**config.mk**
```make
export PLATFORM = sky130hd
export DESIGN_NAME = if_fetch_unit
export DESIGN_NICKNAME = d
export VERILOG_FILES = /design/src/rtl/cpu_pkg.sv /design/src/rtl/if_fifo.sv /design/src/rtl/if_fetch_unit.sv
export SDC_FILE = /design/constraint.sdc
export NUM_CORES = 1
export LEC_CHECK = 0
export ABC_CLOCK_PERIOD_IN_PS = 3600
export CORE_UTILIZATION = 33
export CTS_BUF_LIST = sky130_fd_sc_hd__clkbuf_4
export CTS_CLUSTER_DIAMETER = 120
export DETAILED_ROUTE_END_ITERATION = 8
export SLEW_MARGIN = 20
export SYNTH_ARGS = -nofsm -noshare
export SYNTH_HDL_FRONTEND = slang
export SYNTH_SLANG_ARGS = --single-unit
export TNS_END_PERCENT = 1
```
**constraint.sdc**
```tcl
create_clock -name clk -period 3.6 [get_ports clk]
set_input_delay 0.9 -clock clk [delete_from_list [all_inputs] [get_ports clk]]
set_output_delay 0.9 -clock clk [all_outputs]
set_load 0.01 [all_outputs]
```
**src/rtl/cpu_pkg.sv**
```systemverilog
// Shared CPU definitions used by the instruction fetch path.
package cpu_pkg;

    // Default width of an i_mem byte address and of every PC.
    localparam int I_ADDR_W = 16;

    // Thumb NOP encoding.
    localparam logic [15:0] THUMB_NOP = 16'hBF00;

    // Fetch FSM: the high byte is read first, then the low byte.
    typedef enum logic {
        FETCH_HI = 1'b0,
        FETCH_LO = 1'b1
    } fetch_state_e;

endpackage

```
**src/rtl/if_fifo.sv**
```systemverilog
// Small synchronous FIFO that holds fetched halfwords together with their PC.
module if_fifo #(
    parameter int DEPTH  = 2,
    parameter int DATA_W = 32,
    localparam int PTR_W = $clog2(DEPTH),
    localparam int CNT_W = PTR_W + 1
) (
    input  logic              clk_i,
    input  logic              rst_ni,
    input  logic              flush_i,
    input  logic              push_i,
    input  logic [DATA_W-1:0] push_data_i,
    input  logic              pop_i,
    output logic [DATA_W-1:0] head_data_o,
    output logic [CNT_W-1:0]  count_o
);

    logic [DATA_W-1:0] mem_q [DEPTH];
    logic [PTR_W-1:0]  wr_ptr_q;
    logic [PTR_W-1:0]  rd_ptr_q;
    logic [CNT_W-1:0]  count_q;

    // Storage, pointers and occupancy; flush empties the FIFO and wins over push/pop.
    always_ff @(posedge clk_i or negedge rst_ni) begin
        if (!rst_ni) begin
            for (int i = 0; i < DEPTH; i++) begin
                mem_q[i] <= '0;
            end
            wr_ptr_q <= '0;
            rd_ptr_q <= '0;
            count_q  <= '0;
        end else if (flush_i) begin
            rd_ptr_q <= wr_ptr_q;
            count_q  <= '0;
        end else begin
            if (push_i) begin
                mem_q[wr_ptr_q] <= push_data_i;
                wr_ptr_q        <= wr_ptr_q + 1'b1;
            end
            if (pop_i) begin
                rd_ptr_q <= rd_ptr_q + 1'b1;
            end
            case ({push_i, pop_i})
                2'b10:   count_q <= count_q + 1'b1;
                2'b01:   count_q <= count_q - 1'b1;
                default: count_q <= count_q;
            endcase
        end
    end

    assign head_data_o = mem_q[rd_ptr_q];
    assign count_o     = count_q;

endmodule

```
**src/rtl/if_fetch_unit.sv**
```systemverilog
// Instruction fetch unit: reads two bytes per Thumb halfword from i_mem
// (high byte at the even address), queues {instr, pc} and hands them to decode.
module if_fetch_unit
    import cpu_pkg::*;
#(
    parameter int                ADDR_W   = I_ADDR_W,
    parameter int                DEPTH    = 2,
    parameter logic [ADDR_W-1:0] RESET_PC = '0
) (
    input  logic              clk,
    input  logic              rst,
    output logic              mem_rd_en,
    output logic [ADDR_W-1:0] mem_addr,
    input  logic [7:0]        mem_rdata,
    output logic              out_valid,
    input  logic              out_ready,
    output logic [15:0]       out_instr,
    output logic [ADDR_W-1:0] out_pc,
    input  logic              redirect_valid,
    input  logic [ADDR_W-1:0] redirect_pc
);

    localparam int CNT_W  = $clog2(DEPTH) + 1;
    localparam int FIFO_W = 16 + ADDR_W;

    fetch_state_e      state_q, state_d;
    logic [ADDR_W-1:0] fpc_q, fpc_d;
    logic              lo_pend_q, lo_pend_d;
    logic [7:0]        hi_q, hi_d;

    logic              push;
    logic              pop;
    logic [FIFO_W-1:0] head_data;
    logic [CNT_W-1:0]  fifo_count;
    logic [CNT_W:0]    occupancy;
    logic              slot_free;

    // A hi read reserves a FIFO slot for the halfword it starts, counting the
    // lo byte still returning and any entry leaving this cycle.
    assign occupancy = {1'b0, fifo_count} + {{CNT_W{1'b0}}, lo_pend_q} - {{CNT_W{1'b0}}, pop};
    assign slot_free = occupancy < (CNT_W + 1)'(DEPTH);

    // State register: fetch FSM plus the fetch PC and byte-assembly registers.
    always_ff @(posedge clk or negedge rst) begin
        if (!rst) begin
            state_q   <= FETCH_HI;
            fpc_q     <= RESET_PC;
            lo_pend_q <= 1'b0;
            hi_q      <= '0;
        end else begin
            state_q   <= state_d;
            fpc_q     <= fpc_d;
            lo_pend_q <= lo_pend_d;
            hi_q      <= hi_d;
        end
    end

    // Next-state logic; a redirect overrides everything and restarts at an even PC.
    always_comb begin
        state_d   = state_q;
        fpc_d     = fpc_q;
        lo_pend_d = lo_pend_q;
        hi_d      = hi_q;
        unique case (state_q)
            FETCH_HI: begin
                lo_pend_d = 1'b0;
                if (slot_free) begin
                    state_d = FETCH_LO;
                end
            end
            FETCH_LO: begin
                hi_d      = mem_rdata;
                fpc_d     = fpc_q + ADDR_W'(2);
                lo_pend_d = 1'b1;
                state_d   = FETCH_HI;
            end
        endcase
        if (redirect_valid) begin
            state_d   = FETCH_HI;
            fpc_d     = redirect_pc & ~ADDR_W'(1);
            lo_pend_d = 1'b0;
        end
    end

    // Output logic: memory strobe/address, FIFO push/pop and the decode handshake.
    always_comb begin
        mem_rd_en = 1'b0;
        mem_addr  = '0;
        if (rst && !redirect_valid) begin
            if (state_q == FETCH_LO) begin
                mem_rd_en = 1'b1;
                mem_addr  = fpc_q + ADDR_W'(1);
            end else begin
                mem_rd_en = slot_free;
                mem_addr  = fpc_q;
            end
        end else if (rst) begin
            mem_addr = (state_q == FETCH_LO) ? fpc_q + ADDR_W'(1) : fpc_q;
        end
        push      = (state_q == FETCH_HI) && lo_pend_q && !redirect_valid;
        out_valid = rst && !redirect_valid && (fifo_count != '0);
        pop       = out_valid && out_ready;
        out_instr = head_data[FIFO_W-1:ADDR_W];
        out_pc    = head_data[ADDR_W-1:0];
    end

    if_fifo #(
        .DEPTH (DEPTH),
        .DATA_W(FIFO_W)
    ) u_fifo (
        .clk_i      (clk),
        .rst_ni     (rst),
        .flush_i    (redirect_valid),
        .push_i     (push),
        .push_data_i({hi_q, mem_rdata, fpc_q - ADDR_W'(2)}),
        .pop_i      (pop),
        .head_data_o(head_data),
        .count_o    (fifo_count)
    );

endmodule

```
==> impl_table.tex, run 1 <==
\begin{tabular}{lr}
\hline
Metric & Value \\
\hline
\multicolumn{2}{l}{\textbf{Status}} \\
Outcome & finished with violations \\
Violated checks & setup timing \\
\multicolumn{2}{l}{\textbf{Worst setup path}} \\
Startpoint-to-endpoint class of the critical path & in -> out \\
Largest stage delay on the critical path & 390 ps \\
Worst path arrival time & 2730 ps \\
Critical Path Start Type & primary input \\
Data required time at the worst endpoint & 2700 ps \\
Reg-to-reg critical path startpoint & u\_fifo.count\_o[1] \\
Cell family with most CP delay & simple AND/OR/NAND/NOR gates \\
Worst Path Buf+Inv & 3 \\
Crit path capture type & primary output \\
Critical path cell sequence & buf\_6 -> nand2b\_4 -> or3b\_4 -> inv\_4 -> ha\_4 -> nand2b\_4 -> fa\_2 -> xnor2\_2 -> a21oi\_1 -> nor2\_1 -> buf\_2 \\
Slowest library cell on the worst path & sky130\_fd\_sc\_hd\_\_or3b\_4 \\
R2r endpoint & state\_q \\
Count of cells along the worst register-to-register path & 9 \\
Worst reg-to-reg setup slack & 1580 ps \\
Most Frequent Cell on Critical Path & sky130\_fd\_sc\_hd\_\_nand2b\_4 \\
CP Max Fanout & 2 \\
\multicolumn{2}{l}{\textbf{Place}} \\
\# port buffers & 75 \\
Detailed placer's ending HPWL & between 6 and 7 mm \\
Final Wtd Congestion & between 0.7 and 0.8 \\
\multicolumn{2}{l}{\textbf{CTS}} \\
Reg clk slew, reported paths & between 100 and 150 ps \\
CTS tree & done \\
Num CTS Buffers & 9 \\
Clock latency of the later-clocked register in the worst-skew pair & around 430 ps \\
H-tree depth reported by CTS & 3 \\
Clock sink count & a little over 90 \\
CTS Root Buffer Type & sky130\_fd\_sc\_hd\_\_clkbuf\_4 \\
Clock Tree Buf Depth & 2 \\
Cts hold-fix bufs & 0 \\
\multicolumn{2}{l}{\textbf{STA}} \\
Max-slew violation count & 0 \\
Slew at the pin closest to its max-slew limit & 648 ps \\
Worst path setup slack after routing & -25.8 ps \\
Final critical delay including setup and external delays & around 3600 ps \\
Number of hold violations in the final report & 0 \\
Slew Limit Headroom & 56.5\% \\
Final-layout worst hold slack & 520 ps \\
Count of endpoints failing setup in the final report & 1 \\
Maximum frequency from static timing analysis & about 280 MHz \\
Clock tree skew after final layout & roughly 13 ps \\
Portion of the clock cycle consumed by the worst path in the final layout & 101\% \\
Unrepaired setup endpoints after global routing & yes \\
\multicolumn{2}{l}{\textbf{Job}} \\
Max-cap violations & 0 \\
\multicolumn{2}{l}{\textbf{Pwr}} \\
Clock network power share & 14.3\% \\
Power density normalized to cell area & 692 nW/um\^{}2 \\
Flop pwr share & 43.1\% \\
Pint & 0.00266 W \\
Combinational share of power & 42.5\% \\
Static leakage power & 2.30 nW \\
Switching power summed over all nets & 0.00125 W \\
Sum of internal, switching and leakage power & 0.00391 W \\
Fraction of power spent switching nets & 31.9\% \\
Peak VDD IR & 0.000199 V \\
\multicolumn{2}{l}{\textbf{Cells and area}} \\
Leading cell type in the layout, fill and taps excluded & sky130\_fd\_sc\_hd\_\_dfrtp\_1 \\
Area delta synth->final & 24.2\% \\
Multi-input gate area & $\sim$2100 sq um \\
Commonest cells after routing, fill and taps aside & sky130\_fd\_sc\_hd\_\_dfrtp\_1, sky130\_fd\_sc\_hd\_\_mux2\_2, sky130\_fd\_sc\_hd\_\_clkdlybuf4s50\_1, sky130\_fd\_sc\_hd\_\_nor2\_1, sky130\_fd\_sc\_hd\_\_a21oi\_1 \\
Layout net count & 512 \\
Number of fill cells & $\sim$1300 \\
Register area & about 2300 sq um \\
Fraction of layout instances using a drive strength above 1 & 26.0\% \\
\multicolumn{2}{l}{\textbf{Logic synthesis}} \\
Number of warnings printed during yosys synthesis & 0 \\
Parity-gate share of the synthesized area counting xor and xnor cells & 5.97\% \\
Synth Area in Adders & 1.27\% \\
Synthesis-stage register bit count & 91 \\
Mapped Avg Cell Area & 11.1 sq um \\
Cell area after synthesis & 4550 sq um \\
Synth Area in Compound Gates & 5.04\% \\
Proportion of synthesized chip area in sequential cells & 50.1\% \\
Net count after synthesis & about 440 \\
Simple-gate share of the synthesized area & 13.8\% \\
Dominant combinational cell family by area after synthesis & multiplexers \\
Number of instances in the synthesized netlist & 410 \\
Unique masters post-synth & 35 \\
Fraction of synthesized area in multiplexers & 19.0\% \\
\multicolumn{2}{l}{\textbf{Min path}} \\
Cell count of the worst hold path & 1 \\
Type of the tightest min-delay check & reg -> reg \\
Sink of the worst hold path & u\_fifo.mem\_q[51] \\
Hold\_sp & u\_fifo.mem\_q[51] \\
\multicolumn{2}{l}{\textbf{Die}} \\
DIE HEIGHT & 119 microns \\
Die W & 119 microns \\
Floorplan Core Area & between 10000 and 15000 sq um \\
Die footprint & 14300 sq um \\
Count of boundary I/O pins & between 70 and 80 \\
Initial standard-cell utilization of the core & 34.1\% \\
Number of placement rows & 42 \\
\multicolumn{2}{l}{\textbf{Global routing}} \\
Number of antenna violations at the first check in global routing & 1 \\
First-pass GRT wire length & 16.1 mm \\
Total global routing overflow & 0 \\
Vias in the first global route & 3205 \\
Total track usage & 14.5\% \\
Largest net degree at the start of global routing & between 70 and 80 \\
\multicolumn{2}{l}{\textbf{Detailed routing}} \\
Uppermost signal routing layer after detailed routing & met4 \\
Vias after detailed routing & $\sim$3100 \\
Pre-Repair DR Iteration Count & 4 \\
Sum of routed wire length over all layers & 9.82 mm \\
Count of nets left with antenna violations after detail routing & 0 \\
Via density per instance & roughly 4.8 \\
Initial drt markers & 131 \\
DR WL/cell & roughly 15 microns \\
DR WL met2 & $\sim$4.7 mm \\
Met3 wirelength from detailed routing & 345 microns \\
Total routed wire length on the met1 layer & 4.71 mm \\
Remaining DRCs & 0 \\
\hline
\end{tabular}
## per-stage QoR
| step | instances | instance area, sq um | setup TNS (ps) | util [%] | setup slack (ps) |
|---|---|---|---|---|---|
| after floorplan | 410 | 4610 | -139 | - | -139 |
| after global placement | 643 | 5490 | -866 | 41.1 | -866 |
| after detailed placement | 643 | 5490 | -899 | 41.1 | -893 |
| after CTS | 661 | 5650 | -35.9 | 42.3 | -35.9 |
| after global routing | 662 | 5650 | -112 | 42.3 | -112 |
| final | 662 | 5650 | -25.8 | 42.3 | -25.8 |
## worst max-delay path by stage
stage,start,to,cells after the start
5_1_grt,redirect_valid,mem_rd_en,11
6_report,redirect_valid,mem_rd_en,11
3_3_place_gp,redirect_valid,mem_rd_en,11
4_1_cts,redirect_valid,mem_rd_en,11
3_5_place_dp,redirect_valid,mem_rd_en,11
2_1_floorplan,redirect_valid,mem_rd_en,11
## metal layers
metal / global-route usage (%) / up-vias
met5: 0 / -
met4: 4.69 / 0
met3: 2.73 / 5
met2: 23.5 / 57
met1: 19.5 / 1558
li1: - / 1526
## synth_stat cells
cell type | instances | area share [%]
sky130_fd_sc_hd__dfrtp_1 | 91 | 50
sky130_fd_sc_hd__mux2_2 | 74 | 18
sky130_fd_sc_hd__nor2_1 | 42 | 3.5
sky130_fd_sc_hd__a21oi_1 | 28 | 3.1
sky130_fd_sc_hd__nand2_1 | 24 | 2.0
sky130_fd_sc_hd__xnor2_1 | 20 | 3.9
sky130_fd_sc_hd__and2_1 | 17 | 2.3
sky130_fd_sc_hd__o21ai_0 | 14 | 1.5
sky130_fd_sc_hd__buf_4 | 13 | 2.1
sky130_fd_sc_hd__clkbuf_1 | 11 | 0.91
sky130_fd_sc_hd__xor2_1 | 11 | 2.1
sky130_fd_sc_hd__inv_1 | 8 | 0.66
sky130_fd_sc_hd__buf_2 | 7 | 0.77
sky130_fd_sc_hd__nor3_1 | 7 | 0.77
sky130_fd_sc_hd__nand3_1 | 6 | 0.66
sky130_fd_sc_hd__nor4_1 | 6 | 0.83
sky130_fd_sc_hd__nand4_1 | 5 | 0.69
sky130_fd_sc_hd__ha_1 | 3 | 0.83
sky130_fd_sc_hd__mux2i_1 | 3 | 0.66
sky130_fd_sc_hd__nand2b_1 | 3 | 0.41
sky130_fd_sc_hd__nor2b_1 | 2 | 0.28
sky130_fd_sc_hd__or4_4 | 2 | 0.50
sky130_fd_sc_hd__a21oi_2 | 1 | 0.19
sky130_fd_sc_hd__a311o_1 | 1 | 0.22
sky130_fd_sc_hd__and2_2 | 1 | 0.17
sky130_fd_sc_hd__buf_1 | 1 | 0.082
sky130_fd_sc_hd__buf_6 | 1 | 0.25
sky130_fd_sc_hd__conb_1 | 1 | 0.082
sky130_fd_sc_hd__fa_1 | 1 | 0.44
sky130_fd_sc_hd__nor3b_2 | 1 | 0.28
sky130_fd_sc_hd__nor4_2 | 1 | 0.28
sky130_fd_sc_hd__nor4_4 | 1 | 0.47
sky130_fd_sc_hd__nor4b_2 | 1 | 0.33
sky130_fd_sc_hd__or3_1 | 1 | 0.14
sky130_fd_sc_hd__or3b_2 | 1 | 0.19
## cell families (layout without fill, tap and decap cells)
family                   after synthesis  count (layout)
buffers and inverters                 41             116
other                                  1               2
multiplexers                          77              77
adder cells (fa/ha/maj)                4               4
XOR/XNOR                              31              31
AND/OR/NAND/NOR                      121             121
flip-flops                            91              91
AO/OA/AOI/OAI                         44              44
## power by group through the flow
stage	Combinational [W]	Clock, W	Sequential (W)
after floorplan	0.00102	0	0.00160
after CTS	0.00169	0.000588	0.00169
after global routing	0.00180	0.000618	0.00175
after detailed placement	0.00168	0	0.00171
after global placement	0.00166	0	0.00168
final	0.00166	0.000560	0.00168
## registers in the layout, indices dropped and copies added (netlist names)
name and flops:
u_fifo.mem_q 62, fpc_q 15, hi_q 8, u_fifo.count_o 2, lo_pend_q 1, state_q 1, u_fifo.rd_ptr_q 1, u_fifo.wr_ptr_q 1
## area by class of cell
type                    count  share of cell area, %
flip-flops and latches     91                   40.3
multi-input cells         278                   37.2
clock inverters             6                   1.17
well taps                 176                   3.90
repair buffers             92                   15.5
inverters                   8                  0.576
diodes                      1                 0.0443
clock buffers              10                   1.33
## timing repair
action	CTS	global route
cloned	0	0
pin swaps	5	0
endpoints found under the setup margin	2	1
buffers inserted	2	0
resized for setup	11	0
No activity file was read; power rests on OpenSTA's default activity.
==> run 2, diff against run 1 <==
CORE_MARGIN = 2   (was default)
REMOVE_ABC_BUFFERS = 1   (was default)
==> run 2 against run 1 <==
Against the previous run:
- hold slack got worse by 5.6 ps
- largest cell class unchanged
- sequential share of layout area decreased by 0.21 points
- the flow still finishes with violations (setup timing)
- clock-buffer cell count decreased by 1
- utilization increased by 0.22 points
- power increased by 1.6%
==> impl_table.tex, run 2 (synthesis results as in run 1) <==
\begin{tabular}{lr}
\hline
Metric & Value \\
\hline
\multicolumn{2}{l}{\textbf{Status}} \\
Outcome & finished with violations \\
Violated checks & setup timing \\
\multicolumn{2}{l}{\textbf{STA}} \\
Count of endpoints failing setup in the final report & 1 \\
Max-slew violation count & 0 \\
Slew Limit Headroom & 50.3\% \\
Slew at the pin closest to its max-slew limit & 740 ps \\
Unrepaired setup endpoints after global routing & yes \\
Final critical delay including setup and external delays & 3700 ps \\
Maximum frequency from static timing analysis & 270 MHz \\
Final-layout worst hold slack & 514 ps \\
Clock tree skew after final layout & 15.7 ps \\
Number of hold violations in the final report & 0 \\
Portion of the clock cycle consumed by the worst path in the final layout & 103\% \\
Worst path setup slack after routing & -100 ps \\
\multicolumn{2}{l}{\textbf{Detailed routing}} \\
Remaining DRCs & 0 \\
Count of nets left with antenna violations after detail routing & 0 \\
Via density per instance & around 4.7 \\
Initial drt markers & 175 \\
DR WL/cell & 15.0 microns \\
Pre-Repair DR Iteration Count & 4 \\
Sum of routed wire length over all layers & 9.92 mm \\
Vias after detailed routing & 3142 \\
\multicolumn{2}{l}{\textbf{Place}} \\
Final Wtd Congestion & 0.753 \\
Pre-CTS WS & -1000 ps \\
Cell count after placement & 644 \\
\# port buffers & 75 \\
DP Area & 5470 sq um \\
Detailed placer's ending HPWL & 6.68 mm \\
\multicolumn{2}{l}{\textbf{CTS}} \\
Reg clk slew, reported paths & 130 ps \\
CTS tree & done \\
H-tree depth reported by CTS & 3 \\
Clock Tree Buf Depth & 2 \\
Clock sink count & 91 \\
Cts hold-fix bufs & 0 \\
Clock latency of the later-clocked register in the worst-skew pair & 460 ps \\
CTS Root Buffer Type & sky130\_fd\_sc\_hd\_\_clkbuf\_4 \\
Num CTS Buffers & 9 \\
\multicolumn{2}{l}{\textbf{Global routing}} \\
Largest net degree at the start of global routing & 67 \\
First-pass GRT wire length & 16.0 mm \\
Number of antenna violations at the first check in global routing & 0 \\
Total track usage & 14.1\% \\
Vias in the first global route & 3192 \\
Total global routing overflow & 0 \\
\multicolumn{2}{l}{\textbf{Cells and area}} \\
Commonest cells after routing, fill and taps aside & sky130\_fd\_sc\_hd\_\_dfrtp\_1, sky130\_fd\_sc\_hd\_\_mux2\_2, sky130\_fd\_sc\_hd\_\_clkdlybuf4s50\_1, sky130\_fd\_sc\_hd\_\_nor2\_1, sky130\_fd\_sc\_hd\_\_a21oi\_1 \\
Leading cell type in the layout, fill and taps excluded & sky130\_fd\_sc\_hd\_\_dfrtp\_1 \\
Antenna diode count & 0 \\
Flip-flop count of the largest register, all copies and words added & 62 \\
Layout Utilization & between 40 and 50\% \\
Area of all placed cells without fillers & 5680 sq um \\
Count of placed standard cells in the final layout, fillers left out & 662 \\
Largest Register & u\_fifo.mem\_q \\
Registers with the most flip-flops & u\_fifo.mem\_q (62), fpc\_q (15), hi\_q (8) \\
Layout net count & roughly 500 \\
Fraction of layout instances using a drive strength above 1 & 26.1\% \\
Area delta synth->final & 24.9\% \\
\multicolumn{2}{l}{\textbf{Worst setup path}} \\
Crit path capture type & primary output \\
Worst reg-to-reg setup slack & 1290 ps \\
Worst path arrival time & 2800 ps \\
Count of cells along the worst register-to-register path & 11 \\
Reg-to-reg critical path startpoint & u\_fifo.count\_o[0] \\
Data required time at the worst endpoint & $\sim$2700 ps \\
CP Max Fanout & 2 \\
R2r endpoint & state\_q \\
Critical Path Start Type & primary input \\
Startpoint-to-endpoint class of the critical path & in -> out \\
\multicolumn{2}{l}{\textbf{Die}} \\
Count of boundary I/O pins & around 80 \\
Number of placement rows & 42 \\
DIE HEIGHT & 121 microns \\
Die footprint & between 10000 and 15000 sq um \\
Initial standard-cell utilization of the core & 34.1\% \\
Die W & 121 microns \\
Floorplan Core Area & 13300 sq um \\
\multicolumn{2}{l}{\textbf{Min path}} \\
Sink of the worst hold path & u\_fifo.mem\_q[27] \\
Type of the tightest min-delay check & reg -> reg \\
Cell count of the worst hold path & 1 \\
Hold\_sp & u\_fifo.mem\_q[27] \\
\multicolumn{2}{l}{\textbf{Pwr}} \\
Peak VDD IR & 0.000203 V \\
Static leakage power & 2.32 nW \\
Power density normalized to cell area & 699 nW/um\^{}2 \\
\multicolumn{2}{l}{\textbf{Job}} \\
Max-cap violations & 0 \\
\hline
\end{tabular}
run 2: changes by cell type in the layout (fill, tap and decap cells not counted), sizes merged:
cell | previous run | this run
clkinv | 3 | 5
clkinvlp | 2 | 0
buf | 20 | 21
bufinv | 1 | 2
clkbuf | 10 | 9
diode | 1 | 0
run 2: area by class of cell:
| class | count | area, sq um |
|---|---|---|
| well taps | 176 | 220 |
| multi-input cells | 278 | 2100 |
| repair buffers | 93 | 895 |
| clock inverters | 7 | 82.6 |
| flip-flops and latches | 91 | 2280 |
| clock buffers | 9 | 67.6 |
| inverters | 8 | 32.5 |
| fillers | 1330 | 7670 |
run 2: worst max path at each step:
stage | to | start | cells after the start
6_report | mem_rd_en | redirect_valid | 11
3_3_place_gp | mem_rd_en | redirect_valid | 11
2_1_floorplan | mem_rd_en | redirect_valid | 9
3_5_place_dp | mem_rd_en | redirect_valid | 11
4_1_cts | mem_rd_en | redirect_valid | 10
5_1_grt | mem_rd_en | redirect_valid | 11
run 2: timing repair:
action,in CTS,in global routing
hold endpoints to repair,0,0
pin swaps,5,6
setup endpoints to repair,1,16
resized for setup,18,2
setup buffers,1,1
run 2: per-stage QoR:
step	TNS (ps)	power, W
floorplan	-88.4	0.00257
global placement	-921	0.00334
detailed placement	-1000	0.00340
CTS	-132	0.00403
global route	-168	0.00425
finish	-100	0.00397
run 2: worst max-delay path, stage by stage:
cell and delay, ps:
sky130_fd_sc_hd__buf_6 90, sky130_fd_sc_hd__nand2b_4 130, sky130_fd_sc_hd__or3b_4 400, sky130_fd_sc_hd__inv_4 70
sky130_fd_sc_hd__ha_4 180, sky130_fd_sc_hd__nand2b_4 130, sky130_fd_sc_hd__fa_2 370, sky130_fd_sc_hd__xnor2_2 200
sky130_fd_sc_hd__a21oi_2 80, sky130_fd_sc_hd__nor2_1 110, sky130_fd_sc_hd__buf_2 140
run 2: layer usage:
layer / share of wire, % / track usage [%] / up-vias / wire (microns)
met2: 47 / 22.9 / 61 / 4680
met5: 0 / 0 / - / 0
met3: 3.6 / 2.96 / 12 / 361
met1: 48 / 18.4 / 1534 / 4730
li1: - / - / 1535 / -
met4: 1.5 / 5.60 / 0 / 152
run 2: where the power goes:
group | switching (W) | total [W] | internal [W]
Combinational | 0.000662 | 0.00168 | 0.00102
Clock | 0.000341 | 0.000615 | 0.000274
Sequential | 0.000248 | 0.00168 | 0.00143
Total | 0.00125 | 0.00397 | 0.00272
